### src/rtl/operand_fetch_unit.sv
// Operand fetch sequencer in front of the single-port register file.
// Owns all register-file strobes: reads, writeback and stack pulses.
module operand_fetch_unit #(
   parameter int DATA_W = 16,
   parameter int ID_W   = 4
) (
   input  logic              clk,
   input  logic              reset,
   input  logic              dec_valid,
   output logic              dec_ready,
   input  logic [ID_W-1:0]   dec_src_a,
   input  logic [ID_W-1:0]   dec_src_b,
   input  logic              dec_uses_b,
   input  logic [ID_W-1:0]   dec_dst,
   input  logic [1:0]        dec_stack_op,
   output logic              op_valid,
   input  logic              op_ready,
   output logic [DATA_W-1:0] op_a,
   output logic [DATA_W-1:0] op_b,
   output logic [ID_W-1:0]   op_dst,
   input  logic              wb_valid,
   output logic              wb_ready,
   input  logic [ID_W-1:0]   wb_reg,
   input  logic [DATA_W-1:0] wb_data,
   output logic              rf_rd,
   output logic              rf_wn,
   output logic              rf_stack_en,
   output logic              rf_push_en,
   output logic              rf_pop_en,
   output logic [ID_W-1:0]   rf_reg_id,
   output logic [DATA_W-1:0] rf_write_data,
   input  logic [DATA_W-1:0] rf_read_data
);

   typedef enum logic [2:0] {
      IDLE,
      READ_A,
      READ_B,
      CAP_B,
      CAP_A_ONLY,
      OUT
   } state_t;

   state_t state, state_nxt;

   logic [ID_W-1:0] src_a_q;
   logic [ID_W-1:0] src_b_q;
   logic            uses_b_q;
   logic [1:0]      stack_q;
   logic            accept;

   assign accept = dec_ready && dec_valid;

   always_comb begin
      state_nxt     = state;
      dec_ready     = 1'b0;
      wb_ready      = 1'b0;
      op_valid      = 1'b0;
      rf_rd         = 1'b0;
      rf_wn         = 1'b0;
      rf_stack_en   = 1'b0;
      rf_push_en    = 1'b0;
      rf_pop_en     = 1'b0;
      rf_reg_id     = '0;
      rf_write_data = '0;
      unique case (state)
         IDLE: begin
            // writeback wins so a same-cycle decode sees the new value
            if (wb_valid) begin
               rf_wn         = 1'b1;
               wb_ready      = 1'b1;
               rf_reg_id     = wb_reg;
               rf_write_data = wb_data;
            end else begin
               dec_ready = 1'b1;
               if (dec_valid) state_nxt = READ_A;
            end
         end
         READ_A: begin
            rf_rd     = 1'b1;
            rf_reg_id = src_a_q;
            state_nxt = uses_b_q ? READ_B : CAP_A_ONLY;
         end
         READ_B: begin
            rf_rd     = 1'b1;
            rf_reg_id = src_b_q;
            state_nxt = CAP_B;
         end
         CAP_B:      state_nxt = OUT;
         CAP_A_ONLY: state_nxt = OUT;
         OUT: begin
            op_valid = 1'b1;
            if (op_ready) begin
               state_nxt = IDLE;
               if (stack_q == 2'b01) begin
                  rf_stack_en = 1'b1;
                  rf_push_en  = 1'b1;
               end else if (stack_q == 2'b10) begin
                  rf_stack_en = 1'b1;
                  rf_pop_en   = 1'b1;
               end
            end
         end
         default: state_nxt = IDLE;
      endcase
   end

   always_ff @(posedge clk) begin
      if (reset) begin
         state    <= IDLE;
         src_a_q  <= '0;
         src_b_q  <= '0;
         uses_b_q <= 1'b0;
         stack_q  <= 2'b00;
         op_a     <= '0;
         op_b     <= '0;
         op_dst   <= '0;
      end else begin
         state <= state_nxt;
         if (accept) begin
            src_a_q  <= dec_src_a;
            src_b_q  <= dec_src_b;
            uses_b_q <= dec_uses_b;
            stack_q  <= dec_stack_op;
            op_dst   <= dec_dst;
         end
         // read data trails the strobe by one cycle
         if (state == READ_B) op_a <= rf_read_data;
         if (state == CAP_B) op_b <= rf_read_data;
         if (state == CAP_A_ONLY) begin
            op_a <= rf_read_data;
            op_b <= '0;
         end
      end
   end

   a_rd_wn: assert property (@(posedge clk) disable iff (reset)
      !(rf_rd && rf_wn));
   a_stack_excl: assert property (@(posedge clk) disable iff (reset)
      !(rf_stack_en && (rf_rd || rf_wn)));
   a_push_pop: assert property (@(posedge clk) disable iff (reset)
      !(rf_push_en && rf_pop_en));
   a_pulse: assert property (@(posedge clk) disable iff (reset)
      rf_stack_en |=> !rf_stack_en);

endmodule

### config.mk
export PLATFORM = sky130hd
export DESIGN_NAME = operand_fetch_unit
export DESIGN_NICKNAME = d
export VERILOG_FILES = /design/src/rtl/operand_fetch_unit.sv
export SDC_FILE = /design/constraint.sdc
export NUM_CORES = 1
export LEC_CHECK = 0
export CORE_AREA = 2 2 56 84
export DETAILED_ROUTE_END_ITERATION = 10
export DIE_AREA = 0 0 58 86
export DONT_BUFFER_PORTS = 1
export PLACE_DENSITY = 0.84
export SKIP_CTS_REPAIR_TIMING = 1
export SYNTH_ARGS = -nofsm -noshare
export SYNTH_HDL_FRONTEND = slang
export SYNTH_SLANG_ARGS = --single-unit
### constraint.sdc
create_clock -name clk -period 3.1 [get_ports clk]
set_input_delay 0.62 -clock clk [delete_from_list [all_inputs] [get_ports clk]]
set_output_delay 0.62 -clock clk [all_outputs]
set_load 0.01 [all_outputs]
==> key figures, run 1 <==
Power and ir drop
  – Sequential power share: 57.2%
  – P_sw: 0.000314 W
  – Internal power: 0.000911 W
  – Peak supply drop: 0.319 mV
  – Switching share of power: 25.7%
  – Clk pwr share: 31.3%
  – Power Total: 0.00123 W
  – Power Density: 496 nW/um^2
  – P_leak: 0.846 nW
  – Combinational Power Share: 11.5%

GRT
  – Initial antenna violation count: 0
  – Largest net degree at the start of global routing: 67
  – Gr ovfl total: 0
  – Global-route wire length before repair: 7670 um
  – Vias in the first global route: 1,767
  – GRT Resource Usage Total: 19.4%

Die
  – Core area: 4210 um^2
  – Io pins: 120
  – Die height: 86 um
  – Initial cell density of the core: 57.3%
  – Site Rows: 29
  – Die area: 4990 um^2
  – Chip width: 58 um

Route
  – Initial DRC Count: 70
  – Via count: 1,790
  – Drt pass-1 iters: 6
  – Routed WL per cell: 16.0 um
  – Residual DRC: 0
  – Final wirelength: 4940 um
  – ANT nets after route: 0
  – Vias per std cell: 5.79

STA
  – Max Transition Viols Final: 0
  – Final Setup Violations: 0
  – FMAX: 401 MHz
  – Worst setup margin: 609 ps
  – Final hold vios: 0
  – Setup repair after global routing missed its margin: false
  – Rel. slew slack: 53.2%
  – Setup TNS: 0 ps
  – Final setup skew: 5.03 ps
  – Post-route minimum period: 2490 ps
  – Slew @ Worst Pin: 700 ps
  – Tcrit/Tclk final: 80.4%

Critical path
  – Critical Path RT: 2480 ps
  – CP Launch Point: state[0]
  – Max FO, Critical Path: 13
  – R2r startpoint: state[0]
  – Worst setup path end: rf_write_data[11]
  – Crit Path Class: reg2out
  – CP endpoint kind: primary output
  – Worst setup SP type: flop
  – Reg2Reg Setup Slack: 1210 ps
  – CP Data Arrival Time: 1870 ps
  – R2r worst-path depth: 3
  – Worst R2R End: src_b_q[3]

Final layout
  – Antenna diode count: 0
  – P&R area growth vs syn: 2.33%
  – Fin util: 58.7%
  – Share of layout cells above drive strength 1: 6.84%
  – Fill cells: 396
  – Fin nets: 320

Synthesis
  – Synth area leader: dfxtp_1
  – Synth Flop Type: dfxtp_1
  – Synth Warn #: 0
  – Cell variety after synth: 34
  – Register bit count reported by yosys: 50
  – Post-Synthesis Net Count: 333
  – Synth top area cells: dfxtp_1 41%, nand2b_1 13%, mux2i_1 6.6%
  – Mapped Area: 2410 um^2
  – Post-synth top area share: 41.5%
  – Async S/R FF share, synth: 0%
  – Synth Area per Inst: 8.77 um^2
  – Synth cell count leaders: 50 x dfxtp_1, 50 x nand2b_1, 41 x nand2_1
  – Register area share after synthesis: 41.5%
  – Post-synth EDFFs: 0
  – Post-Synthesis Cells: 275

Placement
  – # port buffers: 0
  – Final HPWL DP: 3650 um
  – Gp weighted congestion: 0.781
  – DP Worst Slack: 908 ps

Flow run
  – MaxCap Viol Count: 0

CTS
  – TritonCTS clock tree: yes
  – Clk_lat worst skew: 290 ps
  – Inserted Clock Buffers: 5
  – Depth of the CTS H-tree: 2
  – TritonCTS Sinks: 50
  – Clock transition at path regs: 90 ps
  – CTS root buffer: clkbuf_8
  – Clock buffer depth: 2

Status
  – Status: completed

Worst hold path
  – Hold Crit Class: in2reg
metrics by stage:
stage	area [um^2]	hold WS [ps]	cells
2_1_floorplan	2410	442	275
3_3_place_gp	2370	456	301
3_5_place_dp	2370	462	301
4_1_cts	2470	374	309
5_1_grt	2470	368	309
6_report	2470	409	309
cells by family (layout without fill, tap and decap cells):
| kind of cell | after synthesis | in the layout | share of synthesized area (%) |
|---|---|---|---|
| flip-flops | 50 | 50 | 41.5 |
| adder cells (fa/ha/maj) | 2 | 2 | 1.04 |
| AO/OA/AOI/OAI | 42 | 42 | 10.1 |
| AND/OR/NAND/NOR | 140 | 140 | 35.3 |
| buffers and inverters | 25 | 13 | 5.45 |
| multiplexers | 16 | 16 | 6.64 |
power by group through the flow:
stage          clock (W)  sequential [W]  combinational (W)
6_report        0.000384        0.000701           0.000141
5_1_grt         0.000429        0.000705           0.000154
4_1_cts         0.000401        0.000701           0.000143
3_5_place_dp           0        0.000716           0.000143
3_3_place_gp           0        0.000715           0.000139
2_1_floorplan          0        0.000704           0.000145
sequential cells by signal (all words and copies together), names as in the netlist:
signal    count
op_a         16
op_dst        4
src_b_q       4
uses_b_q      1
state         3
src_a_q       4
stack_q       2
op_b         16
cell usage in the layout, fill, tap and decap left out, drive strengths merged:
cell type	n
nand2b	50
dfxtp	50
nand2	41
a21oi	21
and2	20
mux2i	16
nand4b	15
o21ai	13
clkbuf	6
a22oi	4
inv	3
nor2b	3
nor3b	2
o31ai	2
ha	2
buf	2
or2	1
nor4b	1
nor4	1
and3	1
and3b	1
nand3b	1
nor2	1
a21o	1
nand3	1
nor3	1
a221o	1
clkinvlp	1
clkinv	1
layer usage:
layer | global-route usage (%) | routed length (um)
met1 | 20.2 | 1890
met2 | 35.1 | 2620
met3 | 6.18 | 367
met4 | 7.61 | 61
met5 | 0 | 0
cell type report:
cell class                      instances  area [um^2]  area share, %
Tap cell                               46         57.6           2.33
Clock inverter                          2         12.5          0.507
Sequential cell                        50         1000           40.5
Timing Repair Buffer                    2         15.0          0.608
Clock buffer                            6         82.6           3.35
Multi-Input combinational cell        200         1290           52.2
Inverter                                3         11.3          0.456
critical path, cell delays in order, from the launching register on:
cell,delay [ps]
dfxtp_1,500
nor4b_4,580
buf_4,290
and2_1,200
how the worst min path moves through the flow:
| stage | start | to | slack [ps] | depth (start not counted) |
|---|---|---|---|---|
| global route | reset | state[2] | 370 | 1 |
| floorplan | src_b_q[0] | src_b_q[0] | 440 | 2 |
| finish | reset | state[2] | 410 | 1 |
| detailed placement | src_b_q[1] | src_b_q[1] | 460 | 2 |
| CTS | reset | state[2] | 370 | 1 |
| global placement | src_a_q[0] | src_a_q[0] | 460 | 2 |
No activity file was read; power rests on OpenSTA's default activity.
==> run 2, diff against run 1 <==
==> constraint.sdc (replaced) <==
create_clock -name clk -period 2.3 [get_ports clk]
set_input_delay 0.46 -clock clk [delete_from_list [all_inputs] [get_ports clk]]
set_output_delay 0.46 -clock clk [all_outputs]
set_load 0.01 [all_outputs]
==> key figures, run 2 (synthesized netlist as in run 1, its figures left out) <==
STA
  – Post-route minimum period: 2130 ps
  – Setup repair after global routing missed its margin: false
  – Max Transition Viols Final: 0
  – Slew @ Worst Pin: 594 ps
  – FMAX: 469 MHz
  – Rel. slew slack: 60.4%
  – Final Setup Violations: 0
  – Final hold vios: 0
  – Tcrit/Tclk final: 92.6%
  – Final setup skew: 4.45 ps
  – Setup TNS: 0 ps

Die
  – Io pins: 120
  – Site Rows: 29
  – Die height: 86 um
  – Die area: 4990 um^2
  – Chip width: 58 um
  – Initial cell density of the core: 57.3%
  – Core area: 4210 um^2

Critical path
  – Max FO, Critical Path: 22
  – CP Data Arrival Time: 1670 ps
  – Critical Path RT: 1840 ps
  – Crit Path Class: reg2out
  – CP endpoint kind: primary output
  – Worst setup SP type: flop

Route
  – Residual DRC: 0
  – Routed WL per cell: 15.8 um
  – Drt pass-1 iters: 4
  – ANT nets after route: 0
  – Final wirelength: 4920 um
  – Vias per std cell: 5.74
  – Via count: 1,784
  – Initial DRC Count: 69

Power and ir drop
  – Clk pwr share: 32.7%
  – Switching share of power: 25.1%
  – Internal power: 0.00126 W
  – Combinational Power Share: 11.6%
  – Peak supply drop: 0.598 mV
  – P_leak: 0.864 nW
  – P_sw: 0.000424 W
  – Power Density: 677 nW/um^2
  – Sequential power share: 55.7%

CTS
  – Depth of the CTS H-tree: 2
  – TritonCTS Sinks: 50
  – Clock transition at path regs: 80 ps
  – Clk_lat worst skew: 300 ps
  – Clock buffer depth: 2
  – TritonCTS clock tree: yes
  – CTS root buffer: clkbuf_8
  – Inserted Clock Buffers: 5

GRT
  – Gr ovfl total: 0
  – Vias in the first global route: 1,724
  – Global-route wire length before repair: 7710 um
  – Initial antenna violation count: 0
  – Largest net degree at the start of global routing: 67
  – GRT Resource Usage Total: 19.7%

Final layout
  – Share of layout cells above drive strength 1: 7.92%
  – Fin util: 59.3%
  – Top flop regs: op_a: 16 flops, op_b: 16 flops
  – P&R area growth vs syn: 3.42%
  – Commonest cells after routing, fill and taps aside: 50 x nand2b_1, 49 x dfxtp_1, 41 x nand2_1, 20 x a21oi_1, 19 x and2_1
  – Fin nets: 322
  – Post-route insts no fill: 311
  – Fill cells: 372
  – Antenna diode count: 0
  – Commonest non-fill, non-tap cell in the layout: nand2b_1

Worst hold path
  – Hold Crit Class: in2reg

Placement
  – Final HPWL DP: 3610 um
  – Gp weighted congestion: 0.702
  – # port buffers: 0
  – Placed insts: 303

Status
  – Status: completed

Flow run
  – MaxCap Viol Count: 0
==> run 2: worst paths after layout <==
check	cells after the start	end	slack (ps)	start
max	4	rf_write_data[12]	170	state[0]
min	1	state[0]	230	reset
max reg2reg	4	op_a[2]	620	state[2]
min reg2reg	2	src_b_q[2]	470	src_b_q[2]
==> run 2: area by class of cell <==
class,count,area (um^2),share of cell area [%]
multi-input cells,200,1290,51.7
flip-flops and latches,50,1000,40.2
clock buffers,7,96.3,3.86
well taps,46,57.6,2.31
repair buffers,4,30.0,1.20
inverters,3,11.3,0.451
clock inverters,1,8.76,0.351
==> run 2: power groups by stage <==
| stage | combinational (W) | clock, W | sequential [W] |
|---|---|---|---|
| floorplan | 0.000195 | 0 | 0.000949 |
| global placement | 0.000195 | 0 | 0.000960 |
| detailed placement | 0.000199 | 0 | 0.000962 |
| CTS | 0.000200 | 0.000573 | 0.000941 |
| global route | 0.000216 | 0.000614 | 0.000946 |
| finish | 0.000196 | 0.000552 | 0.000941 |
==> run 2: critical path, cell delays in order (launching register included) <==
cell     delay, ps
dfxtp_1        400
buf_4          210
nor4b_4        260
buf_4          280
and2_1         220
==> run 2: through the flow <==
step / power [W] / instance area (um^2) / hold slack (ps) / worst slack [ps]
3_5_place_dp: 0.00116 / 2390 / 455 / 441
3_3_place_gp: 0.00115 / 2390 / 453 / 467
6_report: 0.00169 / 2490 / 234 / 169
5_1_grt: 0.00178 / 2490 / 209 / 45.2
2_1_floorplan: 0.00114 / 2410 / 442 / 616
4_1_cts: 0.00171 / 2490 / 218 / 104
==> run 2: metal layers <==
layer / part of all wire (%) / track usage (%) / vias to the layer above
li1: - / - / 893
met2: 52 / 35.7 / 70
met1: 39 / 21.5 / 817
met4: 0.77 / 6.13 / 0
met3: 8.1 / 5.88 / 4
met5: 0 / 0 / -
